`src/rtl/cu_pkg.sv`:
```
// Shared types and encodings for the multi-cycle control unit and its decoder.
package cu_pkg;

    typedef enum logic [2:0] {
        FETCH  = 3'd0,
        DECODE = 3'd1,
        EXEC   = 3'd2,
        MEM    = 3'd3,
        WB     = 3'd4,
        TRAP   = 3'd5
    } state_t;

    typedef enum logic [3:0] {
        CLS_ADDI,
        CLS_ADD,
        CLS_SUB,
        CLS_LW,
        CLS_SW,
        CLS_BEQ,
        CLS_BNE,
        CLS_LUI,
        CLS_ILLEGAL
    } instr_class_t;

    localparam logic [6:0] OP_IMM = 7'd19;
    localparam logic [6:0] OP     = 7'd51;
    localparam logic [6:0] LOAD   = 7'd3;
    localparam logic [6:0] STORE  = 7'd35;
    localparam logic [6:0] BRANCH = 7'd99;
    localparam logic [6:0] LUI    = 7'd55;

    localparam logic [2:0] IMM_I    = 3'b000;
    localparam logic [2:0] IMM_S    = 3'b001;
    localparam logic [2:0] IMM_B    = 3'b010;
    localparam logic [2:0] IMM_U    = 3'b011;
    localparam logic [2:0] IMM_NONE = 3'b111;

    localparam logic [2:0] ALU_ADD  = 3'b000;
    localparam logic [2:0] ALU_SUB  = 3'b001;
    localparam logic [2:0] ALU_NONE = 3'b111;

    localparam logic [1:0] RES_ALU = 2'b00;
    localparam logic [1:0] RES_MEM = 2'b01;
    localparam logic [1:0] RES_IMM = 2'b10;

    localparam logic [1:0] TRAP_NONE    = 2'b00;
    localparam logic [1:0] TRAP_ILLEGAL = 2'b01;
    localparam logic [1:0] TRAP_IMEM    = 2'b10;
    localparam logic [1:0] TRAP_DMEM    = 2'b11;

    function automatic logic is_mem_access(input instr_class_t cls);
        return (cls == CLS_LW) || (cls == CLS_SW);
    endfunction

endpackage

```
`src/rtl/instr_decoder.sv`:
```
// Combinational classifier: opcode/funct3/sub-flag fields of the IR to an
// instruction class, with anything unsupported flagged illegal.
import cu_pkg::*;

module instr_decoder (
    input  logic [6:0]   opcode_i,
    input  logic [2:0]   funct3_i,
    input  logic         sub_i,
    output instr_class_t cls_o,
    output logic         illegal_o
);

    always_comb begin
        cls_o = CLS_ILLEGAL;
        case (opcode_i)
            OP_IMM: if (funct3_i == 3'b000) cls_o = CLS_ADDI;
            OP:     if (funct3_i == 3'b000) cls_o = sub_i ? CLS_SUB : CLS_ADD;
            LOAD:   if (funct3_i == 3'b010) cls_o = CLS_LW;
            STORE:  if (funct3_i == 3'b010) cls_o = CLS_SW;
            BRANCH: begin
                if (funct3_i == 3'b000)      cls_o = CLS_BEQ;
                else if (funct3_i == 3'b001) cls_o = CLS_BNE;
            end
            LUI:    cls_o = CLS_LUI;
            default: cls_o = CLS_ILLEGAL;
        endcase
    end

    assign illegal_o = (cls_o == CLS_ILLEGAL);

endmodule

```
`src/rtl/multicycle_controlunit.sv`:
```
// Multi-cycle control FSM: fetch into IR, decode, execute, optional memory
// access and writeback, with bounded memory waits and a sticky trap state.
import cu_pkg::*;

module multicycle_controlunit #(
    parameter int WIDTH       = 32,
    parameter int MEM_TIMEOUT = 15,
    parameter int CNT_W       = 32
) (
    input  logic             clk,
    input  logic             rst_n,
    input  logic [WIDTH-1:0] instr,
    input  logic             imem_ready,
    input  logic             dmem_ready,
    input  logic             EQ,
    output logic             IRWrite,
    output logic             ImemRead,
    output logic             MemRead,
    output logic             MemWrite,
    output logic             PCWrite,
    output logic             PCsrc,
    output logic             RegWrite,
    output logic             ALUsrc,
    output logic [2:0]       ImmSrc,
    output logic [2:0]       ALUctrl,
    output logic [1:0]       ResultSrc,
    output logic             trap,
    output logic [1:0]       trap_code,
    output logic [CNT_W-1:0] retired,
    output logic [2:0]       state_o
);

    localparam int              WAIT_W    = $clog2(MEM_TIMEOUT + 1);
    localparam logic [WAIT_W-1:0] WAIT_LAST = WAIT_W'(MEM_TIMEOUT - 1);

    state_t             state_q, state_d;
    logic [WIDTH-1:0]   ir_q, ir_d;
    logic [WAIT_W-1:0]  wait_cnt_q, wait_cnt_d;
    logic [CNT_W-1:0]   retired_q;
    logic [1:0]         trap_code_q, trap_code_d;
    logic               retire;

    instr_class_t       cls;
    logic               illegal;
    logic               ir_unused;

    instr_decoder u_decoder (
        .opcode_i  (ir_q[6:0]),
        .funct3_i  (ir_q[14:12]),
        .sub_i     (ir_q[30]),
        .cls_o     (cls),
        .illegal_o (illegal)
    );

    // Source register fields and upper bits are consumed by the datapath, not here.
    assign ir_unused = ^{ir_q[WIDTH-1:31], ir_q[29:15]};

    always_comb begin
        state_d     = state_q;
        ir_d        = ir_q;
        wait_cnt_d  = wait_cnt_q;
        trap_code_d = trap_code_q;
        retire      = 1'b0;
        IRWrite     = 1'b0;
        ImemRead    = 1'b0;
        MemRead     = 1'b0;
        MemWrite    = 1'b0;
        PCWrite     = 1'b0;
        PCsrc       = 1'b0;
        RegWrite    = 1'b0;
        ALUsrc      = 1'b1;
        ImmSrc      = IMM_NONE;
        ALUctrl     = ALU_NONE;
        ResultSrc   = RES_ALU;

        case (state_q)
            FETCH: begin
                ImemRead = 1'b1;
                if (imem_ready) begin
                    IRWrite = 1'b1;
                    ir_d    = instr;
                    state_d = DECODE;
                end else if (wait_cnt_q == WAIT_LAST) begin
                    state_d     = TRAP;
                    trap_code_d = TRAP_IMEM;
                end else begin
                    wait_cnt_d = wait_cnt_q + WAIT_W'(1);
                end
            end
            DECODE: begin
                if (illegal) begin
                    state_d     = TRAP;
                    trap_code_d = TRAP_ILLEGAL;
                end else begin
                    state_d = EXEC;
                end
            end
            EXEC: begin
                state_d = is_mem_access(cls) ? MEM : WB;
                case (cls)
                    CLS_ADDI, CLS_LW: begin
                        ImmSrc  = IMM_I;
                        ALUctrl = ALU_ADD;
                    end
                    CLS_SW: begin
                        ImmSrc  = IMM_S;
                        ALUctrl = ALU_ADD;
                    end
                    CLS_ADD: begin
                        ALUsrc  = 1'b0;
                        ALUctrl = ALU_ADD;
                    end
                    CLS_SUB: begin
                        ALUsrc  = 1'b0;
                        ALUctrl = ALU_SUB;
                    end
                    CLS_BEQ, CLS_BNE: begin
                        ALUsrc  = 1'b0;
                        ALUctrl = ALU_SUB;
                        ImmSrc  = IMM_B;
                        PCWrite = 1'b1;
                        PCsrc   = (cls == CLS_BEQ) ? EQ : !EQ;
                        retire  = 1'b1;
                        state_d = FETCH;
                    end
                    CLS_LUI: ImmSrc = IMM_U;
                    default: begin
                        state_d     = TRAP;
                        trap_code_d = TRAP_ILLEGAL;
                    end
                endcase
            end
            MEM: begin
                MemRead  = (cls == CLS_LW);
                MemWrite = (cls == CLS_SW);
                if (dmem_ready) begin
                    if (cls == CLS_SW) begin
                        PCWrite = 1'b1;
                        retire  = 1'b1;
                        state_d = FETCH;
                    end else begin
                        state_d = WB;
                    end
                end else if (wait_cnt_q == WAIT_LAST) begin
                    state_d     = TRAP;
                    trap_code_d = TRAP_DMEM;
                end else begin
                    wait_cnt_d = wait_cnt_q + WAIT_W'(1);
                end
            end
            WB: begin
                RegWrite = (ir_q[11:7] != 5'd0);
                case (cls)
                    CLS_LW:  ResultSrc = RES_MEM;
                    CLS_LUI: ResultSrc = RES_IMM;
                    default: ResultSrc = RES_ALU;
                endcase
                PCWrite = 1'b1;
                retire  = 1'b1;
                state_d = FETCH;
            end
            TRAP: state_d = TRAP;
            default: state_d = FETCH;
        endcase

        // Each wait phase starts its timeout budget from zero.
        if (state_d != state_q) wait_cnt_d = '0;
    end

    always_ff @(posedge clk) begin
        if (!rst_n) begin
            state_q     <= FETCH;
            ir_q        <= '0;
            wait_cnt_q  <= '0;
            retired_q   <= '0;
            trap_code_q <= TRAP_NONE;
        end else begin
            state_q     <= state_d;
            ir_q        <= ir_d;
            wait_cnt_q  <= wait_cnt_d;
            trap_code_q <= trap_code_d;
            if (retire) retired_q <= retired_q + CNT_W'(1);
        end
    end

    assign trap      = (state_q == TRAP);
    assign trap_code = trap_code_q;
    assign retired   = retired_q;
    assign state_o   = state_q;

endmodule

```
`config.mk`:
```
export PLATFORM = sky130hd
export DESIGN_NAME = multicycle_controlunit
export DESIGN_NICKNAME = d
export VERILOG_FILES = /design/src/rtl/cu_pkg.sv /design/src/rtl/instr_decoder.sv /design/src/rtl/multicycle_controlunit.sv
export SDC_FILE = /design/constraint.sdc
export NUM_CORES = 1
export LEC_CHECK = 0
export BUFFER_PORTS_ARGS = -buffer_cell sky130_fd_sc_hd__buf_2
export CAP_MARGIN = 15
export CORE_MARGIN = 2
export CORE_UTILIZATION = 45
export DETAILED_ROUTE_END_ITERATION = 10
export GPL_ROUTABILITY_DRIVEN = 0
export PLACE_DENSITY = 0.68
export SKIP_LAST_GASP = 1
export SYNTH_ARGS = -nofsm -noshare
export SYNTH_HDL_FRONTEND = slang
export SYNTH_SLANG_ARGS = --single-unit
```
`constraint.sdc`:
```
create_clock -name clk -period 3.33 [get_ports clk]
set_clock_uncertainty 0.05 [all_clocks]
set_input_delay 0.333 -clock clk [delete_from_list [all_inputs] [get_ports clk]]
set_output_delay 0.333 -clock clk [all_outputs]
set_load 0.1 [all_outputs]
```
==> impl_metrics.toml <==
[clocking]
clock_path_buffers = 2
cts-buffers-inserted = 9
cts_tree = "built"
ctsHtreeMaxLevel = 3
hold_buffers = 0
cts_resized = 0
postCtsSetupBuffers = 0
root_buffer = "clkbuf_8"
clk_latency_ns = 0.34
clk_pin_slew_ns = 0.06
cts_num_sinks = 57

[finish]
diodes = 0
layout.cells.non_filler = 570
drive_gt1_share_pct = 22.6
area_delta_synth_final_pct = 20.2
fin_nets = 510

[logic_synthesis]
yosys_warnings = 0
ys_types = 64
ys_ff_latch = 57
seq_area_frac_synth_pct = 36.2
synth_top_area_share_pct = 36.2
synth_ff_type = "dfxtp_1"
yosysTopAreaCell = "dfxtp_1"
yosys-top-cells-area = "dfxtp_1 (36%), a21oi_1 (7.3%), nand2_1 (6.2%)"
synth_edf_count = 0
synth_nets = 443
yosysMostFrequentCell = "dfxtp_1"
netlist_instances = 403
synth-async-reset-ratio_pct = 0
syn_avg_cell_area_um2 = 7.82
synth_top_cells_by_count = "dfxtp_1 (57), nand2_1 (52), a21oi_1 (46), o21ai_0 (31), nor2_1 (22)"
synth_area_um2 = 3150

[power_and_ir_drop]
leakagePower_uw = 0.00139
p_sw_share_pct = 31.2
vdd_drop_max_uv = 243
p_switching_uw = 546
fin_total_pwr_uw = 1750
power_frac_seq_pct = 43.1
powerDensity_nw_per_um2 = 461
clkPwrFrac_pct = 39.8
p_comb_share_pct = 17.1
p_int_uw = 1200

[detailed_routing]
dr.pass1.iters = 5
vias = 3251
ant_nets = 0
drt-total-wl_um = 7840
drtIter0Drc = 205
drc_errors = 0
post_drt_wl_per_cell_um = 13.7
drt-vias-per-instance = 5.70

[job]
cap_violations = 0

[critical_path]
crit_path_top_delay_cell = "dfxtp_1"
cpPeakStageDelay_ns = 0.54
critPathCaptureType = "output pin"
critPathArrivalTime_ns = 2.83
crit_required_ns = 2.95
critical_path_class = "register to output pin"
path_max_fanout = 14
crit_chain = "or3b_1, or3_1, o2111ai_1, o31ai_1, o31ai_2, buf_2"
startpoint_type = "register"

[place]
dpl_worst_slack_ns = 0.528
dp.final_hpwl_um = 5530
io_buffers = 74
dp_cells = 555

[floorplanning]
die_width_um = 87.7
fp.coreArea_um2 = 6790
row_count = 30
fp.dieArea_um2 = 7690
ios = 91
start_util_pct = 46.4
fp.dieH_um = 87.7

[timing]
fin_crit_ns = 3.21
fin_crit_sh_pct = 96.3
setup_violations = 0
fmax_mhz = 312
max_slew_margin_pct = 33.0
fin_tns_setup_ns = 0
grt_setup_unrepaired = "no"
setup_slack_ns = 0.122
slew_viol_final = 0
worst_slew_pin_slew_ns = 0.999
hold_slack_ns = 0.177
timing_hold_violations_final = 0

[global_route]
antenna_found_initial = 0
grt_max_degree = 55
grt_overflow = 0
grt_pass1_vias = 2741
grt_use_total_pct = 21.3
grt_pass1_wl_um = 13100

[outcome]
status = "completed"

[worst_hold_path]
hold_class = "primary input to register"
cells by family after synthesis:
| logic type | share of synthesized area, % |
|---|---|
| XOR/XNOR | 2.78 |
| adder cells (fa/ha/maj) | 1.19 |
| AND/OR/NAND/NOR | 30.9 |
| buffers and inverters | 4.80 |
| flip-flops | 36.2 |
| AO/OA/AOI/OAI | 24.1 |
routing by layer:
| metal | share of wire [%] | GRT usage [%] |
|---|---|---|
| met5 | 0 | 0 |
| met1 | 47 | 29.4 |
| met3 | 4.6 | 3.49 |
| met4 | 1.6 | 9.23 |
| met2 | 47 | 32.9 |
worst max-delay path, delay by kind of cell, from the launching register on:
| family | cells | cell delay, ns |
|---|---|---|
| compound gates | 3 | 0.72 |
| buf+inv | 1 | 0.46 |
| flops | 1 | 0.54 |
| simple gates | 2 | 0.76 |
sequential cells by signal, indices dropped and copies added (netlist names):
register,flops
retired,32
ir_q,16
wait_cnt_q,4
state_o,3
trap_code,2
final timing paths:
kind              startpoint          end  slack, ns  depth (start not counted)
setup reg to reg  state_o[1]  retired[19]       0.57                          5
hold reg to reg      ir_q[8]      ir_q[8]       0.41                          2
hold / removal      instr[3]      ir_q[3]       0.18                          3
setup / recovery     ir_q[6]    ImmSrc[2]       0.12                          6
layout make-up:
cell class,count,area (µm²)
Multi-Input combinational cell,311,1880
Fill cell,686,3010
Inverter,15,56.3
Timing Repair Buffer,76,385
Clock inverter,6,83.8
Tap cell,96,120
Clock buffer,9,124
Sequential cell,57,1140
power groups by stage:
| stage | Combinational (µW) | Clock [µW] | Sequential (µW) |
|---|---|---|---|
| after CTS | 298 | 710 | 753 |
| after floorplan | 207 | 0 | 796 |
| after global placement | 294 | 0 | 767 |
| final | 298 | 696 | 753 |
| after global routing | 322 | 748 | 760 |
| after detailed placement | 297 | 0 | 768 |
per-stage QoR:
stage               area [µm²]  utilization [%]
global placement          3580             52.7
global route              3790             55.8
floorplan                 3170                -
detailed placement        3580             52.7
CTS                       3790             55.8
finish                    3790             55.8
cells in the final DEF (no fill, tap or decap), types with 7 or more instances in the layout:
cell      synthesis  layout
buf_2             8      74
o21ai_0          31      29
nand3_1          15      15
xnor2_1           7       7
inv_1            12      12
a21oi_1          46      46
or3_1            19      19
nand2_1          52      52
dfxtp_1          57      57
nand4_1          13      13
nor3_1           11      10
nor2_1           22      21
clkbuf_8          0       9
Note: power is estimated with default switching activity, not from simulation.
